[src/rtl/fetch_unit_pkg.sv]
// -----------------------------------------------------------------------------
// fetch_unit_pkg
// Shared definitions for the instruction-fetch stage:
//   - fetch_state_e  : fetch FSM encodings (IDLE / REQ / DROP)
//   - ZERO_WORD      : all-zero word used for idle outputs
//   - FETCH_ENABLE / FETCH_DISABLE : ROM enable levels
//   - DEFAULT_RESET_PC : default first fetch address after reset
// -----------------------------------------------------------------------------
package fetch_unit_pkg;

    typedef enum logic [1:0] {
        ST_IDLE = 2'd0,   // no request outstanding
        ST_REQ  = 2'd1,   // request outstanding, response will be kept
        ST_DROP = 2'd2    // request outstanding, response will be discarded
    } fetch_state_e;

    localparam logic [31:0] ZERO_WORD        = 32'h0000_0000;
    localparam logic        FETCH_ENABLE     = 1'b1;
    localparam logic        FETCH_DISABLE    = 1'b0;
    localparam logic [31:0] DEFAULT_RESET_PC = 32'h0000_0000;

endpackage

[src/rtl/fetch_unit_fifo.sv]
// -----------------------------------------------------------------------------
// fetch_unit_fifo
// Synchronous FIFO holding {pc, inst} prefetch entries.
// Ports:
//   clk, rst_n     : clock, asynchronous active-low reset
//   push_i         : write push_data_i (ignored when full or flushing)
//   pop_i          : retire head entry (ignored when empty or flushing)
//   flush_i        : empty the FIFO at the edge; wins over push and pop
//   push_data_i    : entry to write
//   head_data_o    : entry at the head (stale contents when empty)
//   count_o        : occupancy, 0..DEPTH
//   full_o/empty_o : occupancy flags
// Pointers carry one extra wrap bit so full and empty are distinguishable.
// -----------------------------------------------------------------------------
module fetch_unit_fifo #(
    parameter int WIDTH = 64,
    parameter int DEPTH = 4
) (
    input  logic                     clk,
    input  logic                     rst_n,
    input  logic                     push_i,
    input  logic                     pop_i,
    input  logic                     flush_i,
    input  logic [WIDTH-1:0]         push_data_i,
    output logic [WIDTH-1:0]         head_data_o,
    output logic [$clog2(DEPTH):0]   count_o,
    output logic                     full_o,
    output logic                     empty_o
);

    localparam int AW = $clog2(DEPTH);

    logic [AW:0]      wr_ptr_q, wr_ptr_d;
    logic [AW:0]      rd_ptr_q, rd_ptr_d;
    logic [WIDTH-1:0] mem_q [DEPTH];
    logic             do_push;
    logic             do_pop;

    always_comb begin
        count_o  = wr_ptr_q - rd_ptr_q;
        empty_o  = (wr_ptr_q == rd_ptr_q);
        full_o   = (wr_ptr_q[AW] != rd_ptr_q[AW]) &&
                   (wr_ptr_q[AW-1:0] == rd_ptr_q[AW-1:0]);
        do_push  = push_i && !full_o && !flush_i;
        do_pop   = pop_i && !empty_o && !flush_i;
        wr_ptr_d = wr_ptr_q;
        rd_ptr_d = rd_ptr_q;
        if (flush_i) begin
            wr_ptr_d = '0;
            rd_ptr_d = '0;
        end else begin
            if (do_push) wr_ptr_d = wr_ptr_q + (AW+1)'(1);
            if (do_pop)  rd_ptr_d = rd_ptr_q + (AW+1)'(1);
        end
    end

    always_ff @(posedge clk or negedge rst_n) begin
        if (!rst_n) begin
            wr_ptr_q <= '0;
            rd_ptr_q <= '0;
        end else begin
            wr_ptr_q <= wr_ptr_d;
            rd_ptr_q <= rd_ptr_d;
        end
    end

    // Storage needs no reset: entries are only visible through the pointers.
    always_ff @(posedge clk) begin
        if (do_push) mem_q[wr_ptr_q[AW-1:0]] <= push_data_i;
    end

    assign head_data_o = mem_q[rd_ptr_q[AW-1:0]];

endmodule

[src/rtl/fetch_unit.sv]
// -----------------------------------------------------------------------------
// fetch_unit
// Instruction-fetch stage: generates sequential PCs, runs a ROM req/ack
// handshake tolerant of wait states, buffers {pc, inst} in a prefetch FIFO and
// presents the FIFO head to the IF/ID boundary.
// Ports:
//   clk, rst               : clock, asynchronous active-low reset
//   rom_ce_o / rom_req_o   : ROM enable / request (identical)
//   rom_addr_o             : fetch address
//   rom_ack_i, rom_data_i  : ROM acknowledge and instruction
//   redirect_i, redirect_pc_i : branch redirect pulse and target
//   stall_i                : ID cannot accept the head entry
//   id_valid_o, id_pc_o, id_inst_o : FIFO head towards ID (zero when empty)
//   dbg_state_o            : current fetch FSM state
// Handshakes:
//   ROM : rom_req_o rises with rom_addr_o valid and both hold until a cycle
//         with rom_ack_i=1 (possibly the first one); that edge completes the
//         transfer. A request is never withdrawn, even on redirect.
//   ID  : an entry transfers on a rising edge with id_valid_o=1, stall_i=0
//         and redirect_i=0.
// -----------------------------------------------------------------------------
module fetch_unit
    import fetch_unit_pkg::*;
#(
    parameter int                ADDR_W     = 32,
    parameter int                DATA_W     = 32,
    parameter int                FIFO_DEPTH = 4,
    parameter logic [ADDR_W-1:0] RESET_PC   = ADDR_W'(DEFAULT_RESET_PC),
    parameter int                PC_STEP    = 4
) (
    input  logic              clk,
    input  logic              rst,
    output logic              rom_ce_o,
    output logic              rom_req_o,
    output logic [ADDR_W-1:0] rom_addr_o,
    input  logic              rom_ack_i,
    input  logic [DATA_W-1:0] rom_data_i,
    input  logic              redirect_i,
    input  logic [ADDR_W-1:0] redirect_pc_i,
    input  logic              stall_i,
    output logic              id_valid_o,
    output logic [ADDR_W-1:0] id_pc_o,
    output logic [DATA_W-1:0] id_inst_o,
    output fetch_state_e      dbg_state_o
);

    localparam int CW = $clog2(FIFO_DEPTH) + 1;

    fetch_state_e             state_q, state_d;
    logic [ADDR_W-1:0]        fetch_pc_q, fetch_pc_d;
    logic [ADDR_W-1:0]        addr_q, addr_d;
    logic                     req_q, req_d;

    logic [CW-1:0]            fifo_count;
    logic                     fifo_full;
    logic                     fifo_empty;
    logic                     fifo_push;
    logic                     fifo_pop;
    logic [ADDR_W+DATA_W-1:0] fifo_head;

    logic                     credit_idle;
    logic                     credit_after_push;
    logic [ADDR_W-1:0]        next_pc;
    logic [ADDR_W-1:0]        redirect_pc;
    logic                     unused_redirect_lsbs;

    assign unused_redirect_lsbs = ^redirect_pc_i[1:0];

    always_comb begin
        // Credit counts only entries already held; a pop in the same cycle
        // is ignored so the FIFO can never be overrun.
        credit_idle       = 32'(fifo_count) < 32'(FIFO_DEPTH);
        credit_after_push = (32'(fifo_count) + 32'd1) < 32'(FIFO_DEPTH);
        next_pc           = fetch_pc_q + ADDR_W'(PC_STEP);
        redirect_pc       = {redirect_pc_i[ADDR_W-1:2], 2'b00};

        state_d    = state_q;
        fetch_pc_d = fetch_pc_q;
        addr_d     = addr_q;
        req_d      = req_q;
        fifo_push  = 1'b0;
        fifo_pop   = !fifo_empty && !stall_i && !redirect_i;

        case (state_q)
            ST_IDLE: begin
                if (!redirect_i && credit_idle) begin
                    state_d = ST_REQ;
                    addr_d  = fetch_pc_q;
                    req_d   = FETCH_ENABLE;
                end
            end
            ST_REQ: begin
                if (redirect_i) begin
                    if (rom_ack_i) begin
                        state_d = ST_IDLE;
                        req_d   = FETCH_DISABLE;
                    end else begin
                        // Request stays on the bus; its response is dropped.
                        state_d = ST_DROP;
                    end
                end else if (rom_ack_i) begin
                    fifo_push  = 1'b1;
                    fetch_pc_d = next_pc;
                    if (credit_after_push) begin
                        addr_d = next_pc;
                    end else begin
                        state_d = ST_IDLE;
                        req_d   = FETCH_DISABLE;
                    end
                end
            end
            ST_DROP: begin
                if (rom_ack_i) begin
                    state_d = ST_IDLE;
                    req_d   = FETCH_DISABLE;
                end
            end
            default: begin
                state_d = ST_IDLE;
                req_d   = FETCH_DISABLE;
            end
        endcase

        if (redirect_i) fetch_pc_d = redirect_pc;
    end

    always_ff @(posedge clk or negedge rst) begin
        if (!rst) begin
            state_q    <= ST_IDLE;
            fetch_pc_q <= RESET_PC;
            addr_q     <= ADDR_W'(ZERO_WORD);
            req_q      <= FETCH_DISABLE;
        end else begin
            state_q    <= state_d;
            fetch_pc_q <= fetch_pc_d;
            addr_q     <= addr_d;
            req_q      <= req_d;
        end
    end

    fetch_unit_fifo #(
        .WIDTH (ADDR_W + DATA_W),
        .DEPTH (FIFO_DEPTH)
    ) u_fifo (
        .clk         (clk),
        .rst_n       (rst),
        .push_i      (fifo_push),
        .pop_i       (fifo_pop),
        .flush_i     (redirect_i),
        .push_data_i ({addr_q, rom_data_i}),
        .head_data_o (fifo_head),
        .count_o     (fifo_count),
        .full_o      (fifo_full),
        .empty_o     (fifo_empty)
    );

    logic unused_fifo_full;
    assign unused_fifo_full = fifo_full;

    assign rom_req_o   = req_q;
    assign rom_ce_o    = req_q;
    assign rom_addr_o  = addr_q;
    assign id_valid_o  = !fifo_empty;
    assign id_pc_o     = fifo_empty ? ADDR_W'(ZERO_WORD)
                                    : fifo_head[ADDR_W+DATA_W-1:DATA_W];
    assign id_inst_o   = fifo_empty ? DATA_W'(ZERO_WORD)
                                    : fifo_head[DATA_W-1:0];
    assign dbg_state_o = state_q;

endmodule

[config.mk]
export PLATFORM = sky130hd
export DESIGN_NAME = fetch_unit
export DESIGN_NICKNAME = d
export VERILOG_FILES = /design/src/rtl/fetch_unit_pkg.sv /design/src/rtl/fetch_unit_fifo.sv /design/src/rtl/fetch_unit.sv
export SDC_FILE = /design/constraint.sdc
export NUM_CORES = 1
export LEC_CHECK = 0
export BUFFER_PORTS_ARGS = -buffer_cell sky130_fd_sc_hd__buf_4
export CAP_MARGIN = 25
export CORE_ASPECT_RATIO = 1.2
export CORE_MARGIN = 10
export CORE_UTILIZATION = 43
export CTS_CLUSTER_SIZE = 30
export DETAILED_ROUTE_END_ITERATION = 8
export PLACE_DENSITY = 0.69
export SLEW_MARGIN = 25
export SYNTH_ARGS = -nofsm -noshare
export SYNTH_HDL_FRONTEND = slang
export SYNTH_HIERARCHICAL = 1
export SYNTH_SLANG_ARGS = --single-unit
[constraint.sdc]
create_clock -name clk -period 8.3 [get_ports clk]
set_clock_uncertainty 0.1 [all_clocks]
set_input_delay 0.415 -clock clk [delete_from_list [all_inputs] [get_ports clk]]
set_output_delay 0.415 -clock clk [all_outputs]
set_load 0.05 [all_outputs]
==> reports/qor.yml <==
status: "completed"
worstSetupStartpoint: "u_fifo/rd_ptr_q[0]$_DFFE_PN0P_"
start_util_pct: 43.9
tightestPinTransition_ps: 1020
slew_headroom_pct: 32.2
cp_cell_sequence: "ha_1 -> nand2_1 -> nor2b_4 -> buf_4 -> nor2b_1 -> buf_4"
end_kind: "output port"
antenna_found_initial: 0
antenna_left: 0
synth-seq-cells: 325
totalWireLength_um: 29500
finalSetupViolCount: 0
io_buffers: 165
fin_cells: 1496
synthCells: 873
drive_above_1_share_pct: 28.1
async_flop_share_pct: 21.2
synth_area_um2: 13800
synth_ff_type: "edfxtp_1"
nNetsFinal: 1147
insertion_delay_ps: 520
drtPass1Iterations: 5
synth_edf_count: 256
ir_drop_uv: 161
arrival_ps: 3650
area_growth_pct: 22.9
max_clock_freq_mhz: 240
fin_crit_ps: 4170
finalHoldViolations: 0
rrSetupSlack_ps: 4900
ios: 170
dieHeight_um: 216
die_x_um: 184
p_per_area_nw_per_um2: 317
cts_tree: "done"
rows: 71
h-tree-depth: 2
rsz0062_at_grt: "no"
min_from: "redirect_pc_i[4]"
yosysSeqAreaShare_pct: 68.1
avgSynthCellArea_um2: 15.8
drtIter0Drc: 533
avgViaCountPerCell: 5.35
max_stage_delay_ps: 740
crit_path_start_kind: "flip-flop"
path_clk_slew_ps: 60
cap_violations: 0
holdWs_ps: 14.0
p_leak_nw: 5.86
place.gp.congestion: 0.829
r2r-start: "u_fifo/rd_ptr_q[0]$_DFFE_PN0P_"
slew_viol_final: 0
hold_path.class: "primary input to flip-flop"
crit_slowest_cell: "dfrtp_4"
core-area_um2: 31500
remaining_drc_errors: 0
grt_max_degree: 67
numCtsBuffers: 34
cts-root-buf: "clkbuf_16"
cp_common_cell: "buf_4"
cts_setup_buffers: 0
yosysUniqueCellTypes: 54
clock_sinks: 325
crit_type: "flip-flop to output port"
grt-ovfl-total: 0
final.setup.tns_ps: 0
drt-wirelength-per-cell_um: 19.7
dieArea_um2: 39800
placedCellCount: 1392
grt_pass1_vias: 8334
yosys_warnings: 6
cp_max_fo: 38
grt_usage_pct: 14.8
diodes: 0
grt_pass1_wl_um: 46500
required_ps: 7790
dp_hpwl_um: 18100
cts_buffer_depth: 3
fin_crit_sh_pct: 50.2
num_vias: 8003
==> path summary, 6_finish.rpt <==
kind | endpoint | cells past startpoint
max | id_pc_o[14] | 6
min | fetch_pc_q[4]$_DFFE_PN0P_ | 3
max reg2reg | u_fifo/mem_q[3][29]$_DFFE_PP_ | 6
min reg2reg | u_fifo/mem_q[3][36]$_DFFE_PP_ | 0
max in group asynchronous | u_fifo/rd_ptr_q[0]$_DFFE_PN0P_ | 3
min in group asynchronous | rom_addr_o[27]$_DFFE_PN0P_ | 2
==> critical path: cells and delay by family (launching register included) <==
family / cells / cell delay, ps
adder cells (fa/ha/maj): 1 / 490
buffers and inverters: 2 / 740
AND/OR/NAND/NOR: 3 / 1160
flip-flops: 1 / 740
==> placed cells by master, fill, tap and decap left out, drive strengths merged, types with 12 or more instances in the layout <==
master	synthesis	routed
edfxtp	256	256
buf	30	174
dfrtp	69	69
nor2b	68	68
mux4	64	64
nand2	49	49
nor2	46	46
clkbuf	32	42
dlygate4sd3	0	39
a31oi	37	37
o21ai	35	35
or4	23	23
xnor2	18	18
o31ai	16	16
inv	9	12
==> repair_timing <==
| action | in CTS | in global routing |
|---|---|---|
| hold buffers | 39 | 0 |
| resized for setup | 0 | 0 |
| hold endpoints to repair | 146 | 0 |
==> cells by family (layout without fill, tap and decap cells) <==
family	Yosys count	in the layout	synth area share, %
adder cells (fa/ha/maj)	9	9	0.869
buffers and inverters	72	285	2.84
AND/OR/NAND/NOR	259	259	10.6
flip-flops	325	325	68.1
XOR/XNOR	26	26	1.70
other	1	10	0.0271
AO/OA/AOI/OAI	114	114	5.25
multiplexers	67	67	10.6
==> sequential cells by signal, indices dropped and copies added (netlist names) <==
register         cells
rom_ce_o             1
fetch_pc_q          30
u_fifo/wr_ptr_q      3
rom_addr_o          30
dbg_state_o          2
u_fifo/rd_ptr_q      3
u_fifo/mem_q       256
==> synth_stat cells (11+ instances only) <==
cell	instances	area, um2
nand2_1	49	184
xnor2_1	17	149
mux4_2	64	1440
nor2_1	46	173
nor2b_1	68	425
or4_1	22	165
edfxtp_1	256	7690
a31oi_1	37	231
buf_2	18	90.1
o21ai_0	33	165
nor3_1	11	55.1
o31ai_1	16	120
clkbuf_1	31	116
or3_1	11	68.8
dfrtp_1	69	1730
==> through the flow <==
step | util (%) | total power [mW] | area [um2] | worst slack [ps]
detailed placement | 48.6 | 3.83 | 15300 | 4580
finish | 53.9 | 5.39 | 17000 | 4130
global route | 53.9 | 5.62 | 17000 | 3830
global placement | 48.6 | 3.80 | 15300 | 4650
CTS | 53.7 | 5.46 | 16900 | 4050
floorplan | - | 3.31 | 13900 | 1940
==> area by class of cell <==
type / count / area (um2)
clock inverter: 20 / 269
fill: 2532 / 14500
inverter: 10 / 37.5
tap: 401 / 502
timing repair buffer: 213 / 1750
clock buffer: 42 / 932
sequential: 325 / 9420
multi-input combinational: 485 / 4090
==> layer usage <==
metal | track usage, % | part of all wire [%] | up-vias
met1 | 18.1 | 42 | 3983
met4 | 4.65 | 2.3 | 0
met2 | 25.2 | 50 | 178
met3 | 3.53 | 5.9 | 40
li1 | - | - | 3802
met5 | 0 | 0 | -
==> power breakdown <==
part,switching [mW],total (mW),internal (mW)
Sequential,0.189,2.14,1.95
Combinational,1.10,1.64,0.541
Clock,0.610,1.60,0.991
No activity file was read; power rests on OpenSTA's default activity.
